==> config.mk <==
export PLATFORM = sky130hd
export DESIGN_NAME = timer_irq_controller
export DESIGN_NICKNAME = d
export VERILOG_FILES = /design/src/rtl/timer_irq_controller.sv
export SDC_FILE = /design/constraint.sdc
export NUM_CORES = 1
export LEC_CHECK = 0
export ABC_AREA = 1
export CAP_MARGIN = 0
export CORE_UTILIZATION = 31
export DETAILED_ROUTE_END_ITERATION = 12
export HOLD_SLACK_MARGIN = 0.05
export MAX_ROUTING_LAYER = met4
export PLACE_DENSITY = 0.64
export RECOVER_POWER = 50
export SLEW_MARGIN = 0
export SYNTH_ARGS = -nofsm -noshare
export SYNTH_HDL_FRONTEND = slang
export SYNTH_SLANG_ARGS = --single-unit
==> constraint.sdc <==
create_clock -name sysClock -period 1.15 [get_ports sysClock]
set_input_delay 0.345 -clock sysClock [delete_from_list [all_inputs] [get_ports sysClock]]
set_output_delay 0.345 -clock sysClock [all_outputs]
set_load 0.01 [all_outputs]
==> src/rtl/timer_irq_controller.sv <==
// ---------------------------------------------------------------------------
// timer_irq_controller
//
// Interrupt scheduler for the Timer0/1/2 flags of an ATMega32A-style core.
// The pending sources (TIFR & TIMSK) are arbitrated by fixed priority, with
// bit 7 highest and bit 0 lowest. The winner is presented to the CPU as a
// request plus its vector address, and a req/ack handshake follows. When the
// CPU acknowledges, a one-cycle one-hot flag_clear pulse tells the timer
// register blocks to clear the serviced TIFR bit. This is the hardware clear
// on vector entry.
//
// Optional feature macro: TIMER_IRQ_TIMEOUT_EN
//   defined   : a request left unacknowledged for ACK_TIMEOUT cycles is
//               abandoned. The flag stays set and is arbitrated again.
//   undefined : a request waits for ack or a withdraw condition indefinitely.
//
// Parameters
//   VECTOR_BASE  word address of the TIMER2_COMP vector (TIFR bit 7)
//   VECTOR_STEP  word distance between consecutive vectors
//   ACK_TIMEOUT  REQ cycles before the request is abandoned (timeout build only)
//
// Ports
//   sysClock    in   1   system clock, rising edge
//   rst_n       in   1   synchronous reset, active-low
//   TIFR_in     in   8   timer flags (OCF2,TOV2,ICF1,OCF1A,OCF1B,TOV1,OCF0,TOV0)
//   TIMSK_in    in   8   timer interrupt enables, same bit map
//   global_ie   in   1   SREG I bit
//   irq_ack     in   1   CPU accepts the current request (1-cycle pulse)
//   irq_req     out  1   interrupt request to the CPU
//   irq_vector  out  16  vector word address of the granted source
//   irq_index   out  3   TIFR bit number of the granted source
//   flag_clear  out  8   one-hot 1-cycle clear pulse for TIFR
//   busy        out  1   controller is not idle
// ---------------------------------------------------------------------------
module timer_irq_controller #(
    parameter logic [15:0] VECTOR_BASE = 16'h0008,
    parameter int          VECTOR_STEP = 2,
    parameter int          ACK_TIMEOUT = 64
) (
    input  logic        sysClock,
    input  logic        rst_n,
    input  logic [7:0]  TIFR_in,
    input  logic [7:0]  TIMSK_in,
    input  logic        global_ie,
    input  logic        irq_ack,
    output logic        irq_req,
    output logic [15:0] irq_vector,
    output logic [2:0]  irq_index,
    output logic [7:0]  flag_clear,
    output logic        busy
);

    typedef enum logic [1:0] {
        IDLE  = 2'd0,
        REQ   = 2'd1,
        CLEAR = 2'd2,
        HOLD  = 2'd3
    } state_t;

    state_t      state;
    state_t      state_nxt;
    logic        req_nxt;
    logic [7:0]  clear_nxt;
    logic [2:0]  index_nxt;
    logic [15:0] vector_nxt;

    logic [7:0]  pending;
    logic [2:0]  winner;
    logic [15:0] winner_vector;
    logic        withdraw;
    logic        timeout_hit;

    assign pending = TIFR_in & TIMSK_in;

    // Fixed-priority encoder. Later loop iterations override earlier ones,
    // so the highest set bit wins.
    always_comb begin
        winner = 3'd0;
        for (int i = 0; i < 8; i++) begin
            if (pending[i]) begin
                winner = 3'(i);
            end
        end
    end

    // Vectors are ordered from bit 7 (lowest address) down to bit 0.
    assign winner_vector = VECTOR_BASE + 16'(VECTOR_STEP * (7 - int'(winner)));

    // A granted request is withdrawn when the source is no longer both
    // flagged and enabled, or when interrupts are globally disabled.
    assign withdraw = !global_ie || !TIFR_in[irq_index] || !TIMSK_in[irq_index];

`ifdef TIMER_IRQ_TIMEOUT_EN
    logic [7:0] wait_cnt;

    // The wait counter is zero outside REQ, so it is already clear on REQ
    // entry. It reads k in the (k+1)-th REQ cycle. The request is therefore
    // abandoned after exactly ACK_TIMEOUT cycles.
    always_ff @(posedge sysClock) begin
        if (!rst_n) begin
            wait_cnt <= 8'd0;
        end else if (state != REQ) begin
            wait_cnt <= 8'd0;
        end else begin
            wait_cnt <= wait_cnt + 8'd1;
        end
    end

    assign timeout_hit = (wait_cnt == 8'(ACK_TIMEOUT - 1));
`else
    // Without the timeout feature, ACK_TIMEOUT has no effect.
    localparam int unused_ack_timeout = ACK_TIMEOUT;
    assign timeout_hit = 1'b0;
`endif

    // Next-state and next-output logic. Every output is registered, so the
    // values computed here appear during the cycle that the next state
    // occupies. For example, the flag_clear pulse is visible exactly while
    // the controller is in CLEAR.
    always_comb begin
        state_nxt  = state;
        req_nxt    = 1'b0;
        clear_nxt  = 8'h00;
        index_nxt  = irq_index;
        vector_nxt = irq_vector;
        case (state)
            IDLE: begin
                if (global_ie && (|pending)) begin
                    state_nxt  = REQ;
                    req_nxt    = 1'b1;
                    index_nxt  = winner;
                    vector_nxt = winner_vector;
                end
            end
            REQ: begin
                // Ack takes precedence over a simultaneous withdraw or
                // timeout. The granted source is never preempted here.
                if (irq_ack) begin
                    state_nxt = CLEAR;
                    clear_nxt = 8'h01 << irq_index;
                end else if (withdraw || timeout_hit) begin
                    state_nxt = IDLE;
                end else begin
                    req_nxt = 1'b1;
                end
            end
            CLEAR: begin
                state_nxt = HOLD;
            end
            HOLD: begin
                state_nxt = IDLE;
            end
            default: begin
                state_nxt = IDLE;
            end
        endcase
    end

    // State and output registers.
    always_ff @(posedge sysClock) begin
        if (!rst_n) begin
            state      <= IDLE;
            irq_req    <= 1'b0;
            irq_vector <= 16'h0000;
            irq_index  <= 3'd0;
            flag_clear <= 8'h00;
            busy       <= 1'b0;
        end else begin
            state      <= state_nxt;
            irq_req    <= req_nxt;
            irq_vector <= vector_nxt;
            irq_index  <= index_nxt;
            flag_clear <= clear_nxt;
            busy       <= (state_nxt != IDLE);
        end
    end

endmodule
After elaboration in Yosys (flattened, before gate mapping)
Cells that the tools add are included.
{"block": "word_totals", "reg_bits": 31, "elab_cells": 44}
{"block": "classes", "addsub": 2, "n_lt_le_gt_ge": 1, "eq_ne": 3, "shifts": 1, "mux": 19, "bitwise_logic": 1, "reduce_logical": 11}
{"cell": "$mux W3", "n": 5}
{"cell": "$and A8 B8 Y8", "n": 1}
{"cell": "$mux W2", "n": 4}
{"cell": "$pmux W2 S4", "n": 1}
{"cell": "$reduce_or A8 Y1", "n": 1}
{"cell": "$shl A1 B3 Y8 const A", "n": 1}
{"cell": "$add A5 B5 Y6 const A", "n": 1}
{"cell": "$bmux W1 S3", "n": 2}
{"cell": "$mux W1", "n": 6}
{"cell": "$eq A2 B2 Y1 const B", "n": 2}
{"cell": "$lt A3 B4 Y1 const B", "n": 1}
{"cell": "$sub A3 B3 Y4 const A", "n": 1}
{"cell": "$logic_not A1 Y1", "n": 3}
{"cell": "$reduce_and A3 Y1", "n": 1}
{"cell": "$eq A2 B1 Y1 const B", "n": 1}
{"cell": "$logic_not A2 Y1", "n": 1}
{"cell": "$logic_or A1 B1 Y1", "n": 2}
{"cell": "$pmux W1 S2", "n": 1}
{"cell": "$reduce_and A2 Y1", "n": 1}
{"cell": "$reduce_bool A2 Y1", "n": 1}
{"cell": "$logic_and A1 B1 Y1", "n": 1}

Depth between registers and ports, before layout
{"block": "logic_depth", "ltp_word": 10, "depth_mapped": 12}

Worst setup path after synthesis
Ideal clock, no wire load.
{"block": "synth_path", "path_kind": "reg-to-reg", "from": "register irq_index[0]", "to": "register busy", "setup_time_ns": 0.114, "t_arrival_ns": 1.097, "required_ns": 1.036, "slack_ns": -0.060, "stages_incl_launch_ff": 12, "synth_period_minus_slack_ns": 1.210, "path_cell_list": "dfxtp_1 -> buf_6 -> nor2_1 -> nand2_1 -> o21ai_2 -> nor2_1 -> nand2_1 -> nand2_1 -> nand4_1 -> nand2_1 -> nand2_1 -> nand2_1"}
{"block": "synth_between", "elab_chain_len": 9}
{"item": "from (decl)", "line": "48", "source": "output logic [2:0] irq_index,"}
{"item": "from (signal assigned)", "line": "172", "source": "irq_index <= index_nxt;"}
{"item": "$bmux W1 S3", "line": "91", "source": "assign withdraw = !global_ie || !TIFR_in[irq_index] || !TIMSK_in[irq_index];"}
{"item": "$mux W1 (implied by the code)", "line": "91"}
{"item": "$logic_not A1 Y1", "line": "91"}
{"item": "$logic_or A1 B1 Y1", "line": "91"}
{"item": "$logic_or A1 B1 Y1 (*)", "line": "91"}
{"item": "$mux W2 (*)", "line": "141", "source": "end else if (withdraw || timeout_hit) begin"}
{"item": "$mux W2 (*)", "line": "138", "source": "if (irq_ack) begin"}
{"item": "$pmux W2 S4 (*)", "line": "126", "source": "case (state)"}
{"item": "$reduce_bool A2 Y1 (*)", "line": "174", "source": "busy <= (state_nxt != IDLE);"}
{"item": "to (signal assigned)", "line": "174"}
{"item": "to (decl)", "line": "50", "source": "output logic busy"}
Mark *: on every way between the ends. The rest lies on a longest branch, timed or not. The select of a mux whose other input is x is not followed.
A chain may end at the register's enable or synchronous reset.

Worst setup path after layout
Ends and elaborated chain as after synthesis.

==> impl_results.md <==
* Outcome: finished, violations left
* Violated checks: setup timing
* Cts bufs inserted at 3
* Number of placed instances, taps included at 243
* Worst path most repeated cell: nand2_1
* Final hold slack at 0.4671 ns
* Via count of the first global-routing pass at 987
* Most used cells in the layout excluding fill and tap cells: nand2_1, buf_4, nand2_2, inv_1, conb_1
* Initial antenna violation count at 0
* Post-DP Area at 1496 um2
* Sum of overflow across all layers after global routing at 0
* Peak ir drop on the vdd network at 0.0006979 V
* Ports placed on the boundary at 49
* DIE HEIGHT at 58.86 um
* Total power density per cell area at 986.4 nW/um2
* Number of hold violations in the final report at 0
* Number of standard-cell rows in the floorplan at 20
* Number of cell instances on the worst register-to-register path at 11
* Top delay family on crit path: simple AND/OR/NAND/NOR gates
* Cell with the largest stage delay on the worst path: dfxtp_4
* Maximum operating frequency at 746.7 MHz
* Quantity of I/O buffers inserted on ports at 36
* Count of maximum capacitance violations at 0
* Hold wc startpoint: irq_vector[4]$_SDFFE_PN0P_
* Effective utilization at floorplan at 32.83%
* Number of max-slew violations in the final report at 0
* Post-route non-filler standard cell count at 256
* Register bit total from synthesis at 18
* Number of iterations in the first detailed-routing pass at 4
* Area share of the leading cell type in the synthesized netlist at 35.96%
* Fraction of layout instances using a drive strength above 1 at 45.75%
* Number of clock sinks at 18
* Setup repair after global routing missed its margin: yes
* Wire per inst at 10.82 um
* Detailed Route Iter0 Violations at 18
* Later-pin clock latency in the skew report at 0.28 ns
* Pin count of the biggest net entering global routing at 10
* Drc violations at 0
* Number of nets with antenna violations after detailed routing at 0
* Cell taking the most area after synthesis: dfxtp_1
* Library cells used by synthesis at 23
* CP max stage delay at 0.36 ns
* WHS Endpoint: irq_vector[4]$_SDFFE_PN0P_
* Reg2reg end: busy$_SDFF_PN0_
* Syn Area/Cell at 6.726 um2
* CTS tree: yes
* Arrival time of data at the critical path endpoint at 1.53 ns
* Min setup slack post-route at -0.1892 ns
* Crit. End Element: flop
* Worst min path class: reg -> reg
* CTS HTree Levels at 1
* Standard cell core area at 3053 um2
* Part of the cycle the worst path needs at 116.5%
* Setup CP Type: reg -> reg
* Final period demand of the worst path at 1.339 ns
* Root buffer cell: clkbuf_4
* Synthesis-to-finish area growth at 58.05%
* Most common library cell in the layout ignoring fill and taps: nand2_1
* Final HPWL DP at 2006 um
* Diodes inserted at 0
* Register-to-register setup slack at -0.19 ns
* Wire length of the first global-routing pass at 4057 um
* Global-route total usage across every layer at 15.64%
* Cells after Synth at 149
* Post-route cell area at 1584 um2
* Data required time of the critical path at 1.34 ns
* Die Area at 3465 um2
* Biggest fanout along the worst timing path at 9
* Routed vias at 1101
* Chain of cells forming the critical path: buf_12 -> inv_8 -> nand2_2 -> o21ai_2 -> nor2_1 -> nand2_1 -> nand2_1 -> nand4_1 -> nand2_1 -> nand2_1 -> nand2_1
* Hold Crit Depth at 2
* Vias/cell at 4.301
* LEAKAGE at 0.8329 nW
* Cell area after technology mapping at 1002 um2
* Final #Nets at 234
* Source of the worst register-to-register timing path: irq_index[0]$_SDFFE_PN0P_
* Total length of routed wires at 2770 um
* CTS clk-pin slew, worst paths at 0.09 ns
* Seq/Total Area, Yosys at 35.96%
* Yosys warning total at 0
* Die X at 58.86 um
* Dominant cells by area after synthesis: dfxtp_1, nand2_1, buf_4, inv_1, nor2_1
* Largest buffer count on any clock path at 2
* Sum of buffers and inverters on the critical path at 2
* GPL Wtd Cong at 0.8902
* Setup Viol. Count Final at 6
* Worst clock skew at 0.005770 ns
* Critical Path Start Type: flop
* Place WS at -0.6157 ns
cells in the mapped netlist, drive strengths merged:
cell type / number
a21oi: 7
inv: 18
nor3: 3
nand3b: 2
o211ai: 1
buf: 15
or2: 1
nor2: 16
conb: 1
nand2: 54
a21boi: 1
dfxtp: 18
o21ai: 2
nand4: 3
nand3: 7
sequential cells by signal, summed over array words and instances (netlist names):
name	flops
state	2
irq_req	1
irq_vector	4
irq_index	2
busy	1
flag_clear	8
stage by stage:
stage / power [W] / TNS, ns / util, %
6_report: 0.001562 / -0.6760 / 51.89
5_1_grt: 0.001665 / -1.396 / 51.89
4_1_cts: 0.001511 / -0.6056 / 49.51
3_5_place_dp: 0.001220 / -8.721 / 49.02
3_3_place_gp: 0.001216 / -7.845 / 49.02
2_1_floorplan: 0.0009876 / -0.01168 / -
worst max-delay path by stage:
stage                         startpoint         endpoint  slack (ns)  cells after the start
6_report       irq_index[0]$_SDFFE_PN0P_  busy$_SDFF_PN0_       -0.19                     11
5_1_grt        irq_index[0]$_SDFFE_PN0P_  busy$_SDFF_PN0_       -0.29                     12
4_1_cts        irq_index[0]$_SDFFE_PN0P_  busy$_SDFF_PN0_       -0.14                     11
3_5_place_dp                 TIMSK_in[4]  busy$_SDFF_PN0_       -0.62                      9
3_3_place_gp                 TIMSK_in[5]  busy$_SDFF_PN0_       -0.56                      9
2_1_floorplan  irq_index[0]$_SDFFE_PN0P_  busy$_SDFF_PN0_       -0.01                     12
cell type report:
type | instances | area [um2]
tap | 44 | 55.05
multi-input combinational | 109 | 588.1
inverter | 18 | 75.07
timing repair buffer | 64 | 467.9
fill | 311 | 1469
clock buffer | 3 | 22.52
sequential | 18 | 375.4
worst min-delay path: cells and delay by family, from the launching register on:
family | cells | cell delay, ns
AO/OA/AOI/OAI | 1 | 0.05
flip-flops | 1 | 0.34
AND/OR/NAND/NOR | 1 | 0.06
metal layers:
layer	vias up	part of all wire (%)	track usage, %
met3	2	5.6	4.176
met5	-	0	-
met4	0	0.22	3.741
met2	35	52	27.11
li1	561	-	-
met1	503	42	17.89
timing repair:
action,CTS,global route
gates resized for setup,100,48
setup buffers,4,6
pin swaps,17,25
hold buffers,0,0
setup endpoints to repair,34,20
power breakdown:
part           total [W]  internal, W  switching [W]
combinational   0.000575     0.000275       0.000300
sequential      0.000693     0.000664      0.0000298
clock           0.000294     0.000122       0.000173
total            0.00156      0.00106       0.000502
cells by family (layout without fill, tap and decap cells):
group / after synthesis / after routing / share of synthesized area, %
AND/OR/NAND/NOR: 86 / 86 / 38.08
buffers and inverters: 33 / 85 / 19.23
flip-flops: 18 / 18 / 35.96
AO/OA/AOI/OAI: 11 / 11 / 6.367
other: 1 / 12 / 0.3742
(Power assumes the default switching activity.)
==> RTL change 1, RTL diff (same flow settings) <==
Add an input register stage for `irq_ack`; this delays it by one clock. The other inputs are not delayed to match. Comments in the files are not updated.
--- a/src/rtl/timer_irq_controller.sv
+++ b/src/rtl/timer_irq_controller.sv
@@ -58,2 +58,8 @@
     } state_t;
+
+    logic irq_ack_q;
+
+    always_ff @(posedge sysClock) begin
+        irq_ack_q <= irq_ack;
+    end
 
@@ -137,3 +143,3 @@
                 // timeout. The granted source is never preempted here.
-                if (irq_ack) begin
+                if (irq_ack_q) begin
                     state_nxt = CLEAR;
Check against the original RTL: not equivalent (a bounded check fails within 4 cycles, from zero or initial values and one cycle with rst_n low).
==> RTL change 1 against the original RTL <==
- the run still ends with negative setup slack left
- sequential cell count is 1 higher
- global-route usage fell by 1.1 points
- via count decreased by 2.7%
- power rose by 8.5%
- non-clock buffer count fell by 3
- cell area unchanged
- synthesized area increased by 3.2%
- critical path depth stayed put
- synthesized cell count up 6.0%
- worst setup slack gained 120 ps
- wire length fell by 9.3%
==> RTL change 1: results (changes against the original RTL) <==
Outcome
  • Outcome: finished with violations (unchanged)
  • Violated checks: negative setup slack (unchanged)

Timing
  • Clk_skew: 4.37 ps (was 5.77 ps)
  • PnR worst setup slack: -72.8 ps (was -189 ps)
  • Final setup fails: 5 (was 6)

Logic synthesis
  • Sequential-to-total area share from yosys stat: 36.8% (was 36.0%)
  • Post-synthesis cell type count: 21 (was 23)
  • Cells after Synth: 158 (was 149)
  • Synth cell count leaders: nand2_1 (62), dfxtp_1 (19), nor2_1 (18) (was nand2_1 (51), dfxtp_1 (18), inv_1 (17))

Setup path
  • Reg2reg setup slack: -70 ps (was -190 ps)
  • CP max FO: 8 (was 9)
  • Crit-path max cell delay: 380 ps (was 360 ps)
  • CP Data Arrival Time: 1430 ps (was 1530 ps)

Clock tree
  • Post-CTS sizing: 102 (was 100)
  • Post-CTS Setup Repair Bufs: 9 (was 4)
  • Worst-Skew Late Latency: 300 ps (was 280 ps)

Drt
  • Via count: 1071 (was 1101)
  • 1st-iter DRT viols: 17 (was 18)
  • DR WL/cell: 9.55 um (was 10.8 um)

GRT
  • Vias in the first global route: 925 (was 987)
  • Largest net degree at the start of global routing: 12 (was 10)

Hold path
  • Hold path endpoint: irq_vector[1]$_SDFFE_PN0P_ (was irq_vector[4]$_SDFFE_PN0P_)
  • Hold path start: irq_vector[1]$_SDFFE_PN0P_ (was irq_vector[4]$_SDFFE_PN0P_)

Placement
  • Pre-CTS setup slack: -557 ps (was -616 ps)
  • Hpwl dp: 1.85 mm (was 2.01 mm)

Power and ir drop
  • Leak: 0.000865 uW (was 0.000833 uW)
  • Worst vdd ir: 0.000335 V (was 0.000698 V)

Cells and area
  • Non-Filler Instances: 263 (was 256)
==> RTL change 1: cell count changes in the layout (fill, tap and decap cells not counted), moves of 3 or more <==
| cell | before | now |
|---|---|---|
| a21oi_1 | 5 | 2 |
| clkbuf_2 | 9 | 0 |
| clkdlybuf4s15_1 | 3 | 0 |
| dfxtp_1 | 10 | 13 |
| dfxtp_2 | 6 | 3 |
| dlygate4sd2_1 | 3 | 16 |
| inv_1 | 12 | 15 |
| nand2_1 | 39 | 53 |
| nor2_1 | 8 | 14 |
==> RTL change 1: worst max path at each step <==
stage / slack (ps) / cells past startpoint / end
finish: -70 / 11 / busy$_SDFF_PN0_
global route: -150 / 10 / busy$_SDFF_PN0_
CTS: -70 / 11 / busy$_SDFF_PN0_
detailed placement: -560 / 11 / busy$_SDFF_PN0_
global placement: -520 / 11 / busy$_SDFF_PN0_
floorplan: 0.2 / 11 / busy$_SDFF_PN0_
==> RTL change 1: layout make-up <==
type / instances / area [um^2]
fill: 350 / 1520
multi-input combinational: 115 / 559
tap: 44 / 55.1
clock inverter: 1 / 5.00
clock buffer: 3 / 22.5
timing repair buffer: 61 / 467
inverter: 20 / 80.1
sequential: 19 / 395
==> RTL change 1: kinds of logic after synthesis <==
logic type	share of synthesized area, %
AND/OR/NAND/NOR	39.7
other	0.362
buffers and inverters	19.0
flip-flops	36.8
AO/OA/AOI/OAI	4.23
==> RTL change 1: per-layer routing <==
layer | vias to the layer above | part of all wire (%) | GRT usage (%)
li1 | 575 | - | -
met1 | 468 | 44 | 17.5
met2 | 28 | 51 | 25.4
met3 | 0 | 4.9 | 3.25
met4 | 0 | 0 | 1.99
met5 | - | 0 | -
==> RTL change 1: report_power, final <==
part | total (uW) | switching [uW] | internal [uW]
logic | 604 | 321 | 283
registers | 748 | 38.0 | 710
clock network | 344 | 214 | 130
==> RTL change 2, RTL diff (same settings) <==
Made on the original files. Add a define of `TIMER_IRQ_TIMEOUT_EN`.
--- a/src/rtl/timer_irq_controller.sv
+++ b/src/rtl/timer_irq_controller.sv
@@ -34,2 +34,4 @@
 // ---------------------------------------------------------------------------
+`define TIMER_IRQ_TIMEOUT_EN
+
 module timer_irq_controller #(
Check against the original RTL: no difference found for any inputs over 10 cycles, from zero or initial values and one cycle with rst_n low; that may be too few to reach the edited logic, so the function may still have changed.
==> RTL change 2 against the original RTL <==
- the run still ends with negative setup slack left
- clock power grew 70%
- largest power group unchanged
- cell area grew 35%
- worst setup slack gained 87 ps
- synthesized area grew 34%
- non-clock buffer count grew 14
- final cell count grew 26%
- wire length grew 20%
- sequential cell count grew 8
- power grew 37%
- die area grew 33%
- critical endpoint is now wait_cnt[7]$_SDFF_PP0_
- sequential power grew 44%
- fmax grew 7.0%
- synthesized cell count grew 32%
==> RTL change 2: results (changes against the original RTL) <==
Drt
  • Via count: 1374 (was 1101)
  • 1st-iter DRT viols: 45 (was 18)
  • Drt pass-1 iters: 4 (unchanged)
  • DR WL/cell: 10.3 um (was 10.8 um)

Setup path
  • CP Data Arrival Time: 1410 ps (was 1530 ps)
  • FF-to-FF Start: wait_cnt[0]$_SDFF_PP0_ (was irq_index[0]$_SDFFE_PN0P_)
  • Cell family with most CP delay: simple AND/OR/NAND/NOR gates (unchanged)
  • Crit-path max cell delay: 370 ps
  • Setup crit end: wait_cnt[7]$_SDFF_PP0_ (was busy$_SDFF_PN0_)
  • Startpoint Class: flip-flop (unchanged)
  • CP max FO: 3 (was 9)
  • Worst reg-to-reg path cell count: 6 (was 11)
  • Slowest cell on crit path: dfxtp_4 (unchanged)

GRT
  • Global-route wire length before repair: 5.09 mm (was 4.06 mm)
  • Total track usage: 15.0% (was 15.6%)
  • Largest net degree at the start of global routing: 14 (was 10)
  • Vias in the first global route: 1230 (was 987)
  • Initial antenna violation count: 0 (unchanged)

Clock tree
  • Htree depth: 1 (unchanged)
  • CTS root buffer: clkbuf_8 (was clkbuf_4)
  • Worst-Skew Late Latency: 260 ps (was 280 ps)

Outcome
  • Outcome: finished with violations (unchanged)
  • Violated checks: negative setup slack (unchanged)

Power and ir drop
  • Internal: 1510 uW (was 1060 uW)
  • Leak: 0.00104 uW (was 0.000833 uW)
  • Worst vdd ir: 0.000650 V (was 0.000698 V)
  • Seq pwr share: 46.4% (was 44.4%)
  • Power share of the clock group: 23.3% (was 18.8%)

Logic synthesis
  • Post-synthesis cell type count: 27 (was 23)
  • Sequential-to-total area share from yosys stat: 38.8% (was 36.0%)
  • Synth cell count leaders: nand2_1 (60), dfxtp_1 (26), nor2_1 (23) (was nand2_1 (51), dfxtp_1 (18), inv_1 (17))
  • Synth top area cells: dfxtp_1 (39%), nand2_1 (17%), buf_4 (7.3%) (was dfxtp_1 (36%), nand2_1 (19%), buf_4 (9.7%))

Placement
  • Hpwl dp: 2.31 mm (was 2.01 mm)
  • RD Place Congestion: 0.785 (was 0.890)
  • Pre-CTS setup slack: -533 ps (was -616 ps)

Hold path
  • Hold path endpoint: irq_vector[2]$_SDFFE_PN0P_ (was irq_vector[4]$_SDFFE_PN0P_)
  • Worst Hold Class: flip-flop to flip-flop (unchanged)
  • Hold path start: irq_vector[2]$_SDFFE_PN0P_ (was irq_vector[4]$_SDFFE_PN0P_)
  • Hold depth: 2 (unchanged)

Cells and area
  • Total Nets Final: 296 (was 234)
  • Top flop regs: flag_clear x8, wait_cnt x8, irq_vector x4 (was flag_clear x8, irq_vector x4)
  • Share of post-route cells with drive strength above 1: 41.4% (was 45.8%)

Timing
  • Final setup fails: 6 (unchanged)
  • PnR worst setup slack: -102 ps (was -189 ps)
  • Clk_skew: 1.37 ps (was 5.77 ps)
RTL change 2: cell types whose count changed after synthesis, moves of 3 or more:
cell,unedited run,this run
dfxtp_1,18,26
inv_1,17,21
inv_2,0,4
nand2_1,51,60
nand3_1,7,13
nor2_1,14,23
o21ai_1,0,3
RTL change 2: per-stage QoR:
step	total power (uW)	cell area, um^2	cells	hold WS, ps	setup TNS (ps)
floorplan	1330	1390	207	397	0
global placement	1610	1950	310	468	-9000
detailed placement	1610	1950	310	457	-9430
CTS	2110	2030	319	468	-384
global route	2270	2130	323	485	-1100
finish	2150	2130	323	468	-469
RTL change 2: logic make-up (layout without fill, tap and decap cells):
group | after synthesis | count (layout) | share of synthesized area (%)
AO/OA/AOI/OAI | 16 | 16 | 6.34
adder cells (fa/ha/maj) | 1 | 1 | 0.933
other | 1 | 12 | 0.280
flip-flops | 26 | 26 | 38.8
AND/OR/NAND/NOR | 111 | 111 | 37.0
buffers and inverters | 41 | 107 | 16.6
RTL change 2: worst min-delay path, delay by kind of cell (launching register included):
kind	cells	cell delay [ps]
flops	1	330
compound gates	1	60
simple gates	1	50
RTL change 2: final cells by class:
type,instances,area (um^2)
Clock buffer,3,41.3
Fill cell,395,1950
Inverter,26,108
Multi-Input combinational cell,140,776
Sequential cell,26,546
Tap cell,50,62.6
Timing Repair Buffer,78,599
RTL change 2: metal layers:
metal | GRT usage (%) | vias up | share of wire [%]
li1 | - | 739 | -
met1 | 18.6 | 601 | 45
met2 | 24.4 | 30 | 50
met3 | 2.53 | 4 | 4.2
met4 | 4.95 | 0 | 1.3
met5 | - | - | 0
RTL change 2: what timing repair did:
item                                    4_1_cts  5_1_grt
setup buffers                                 6        4
pin swaps                                    15       12
endpoints found under the setup margin       32       35
resized for setup                           102       40
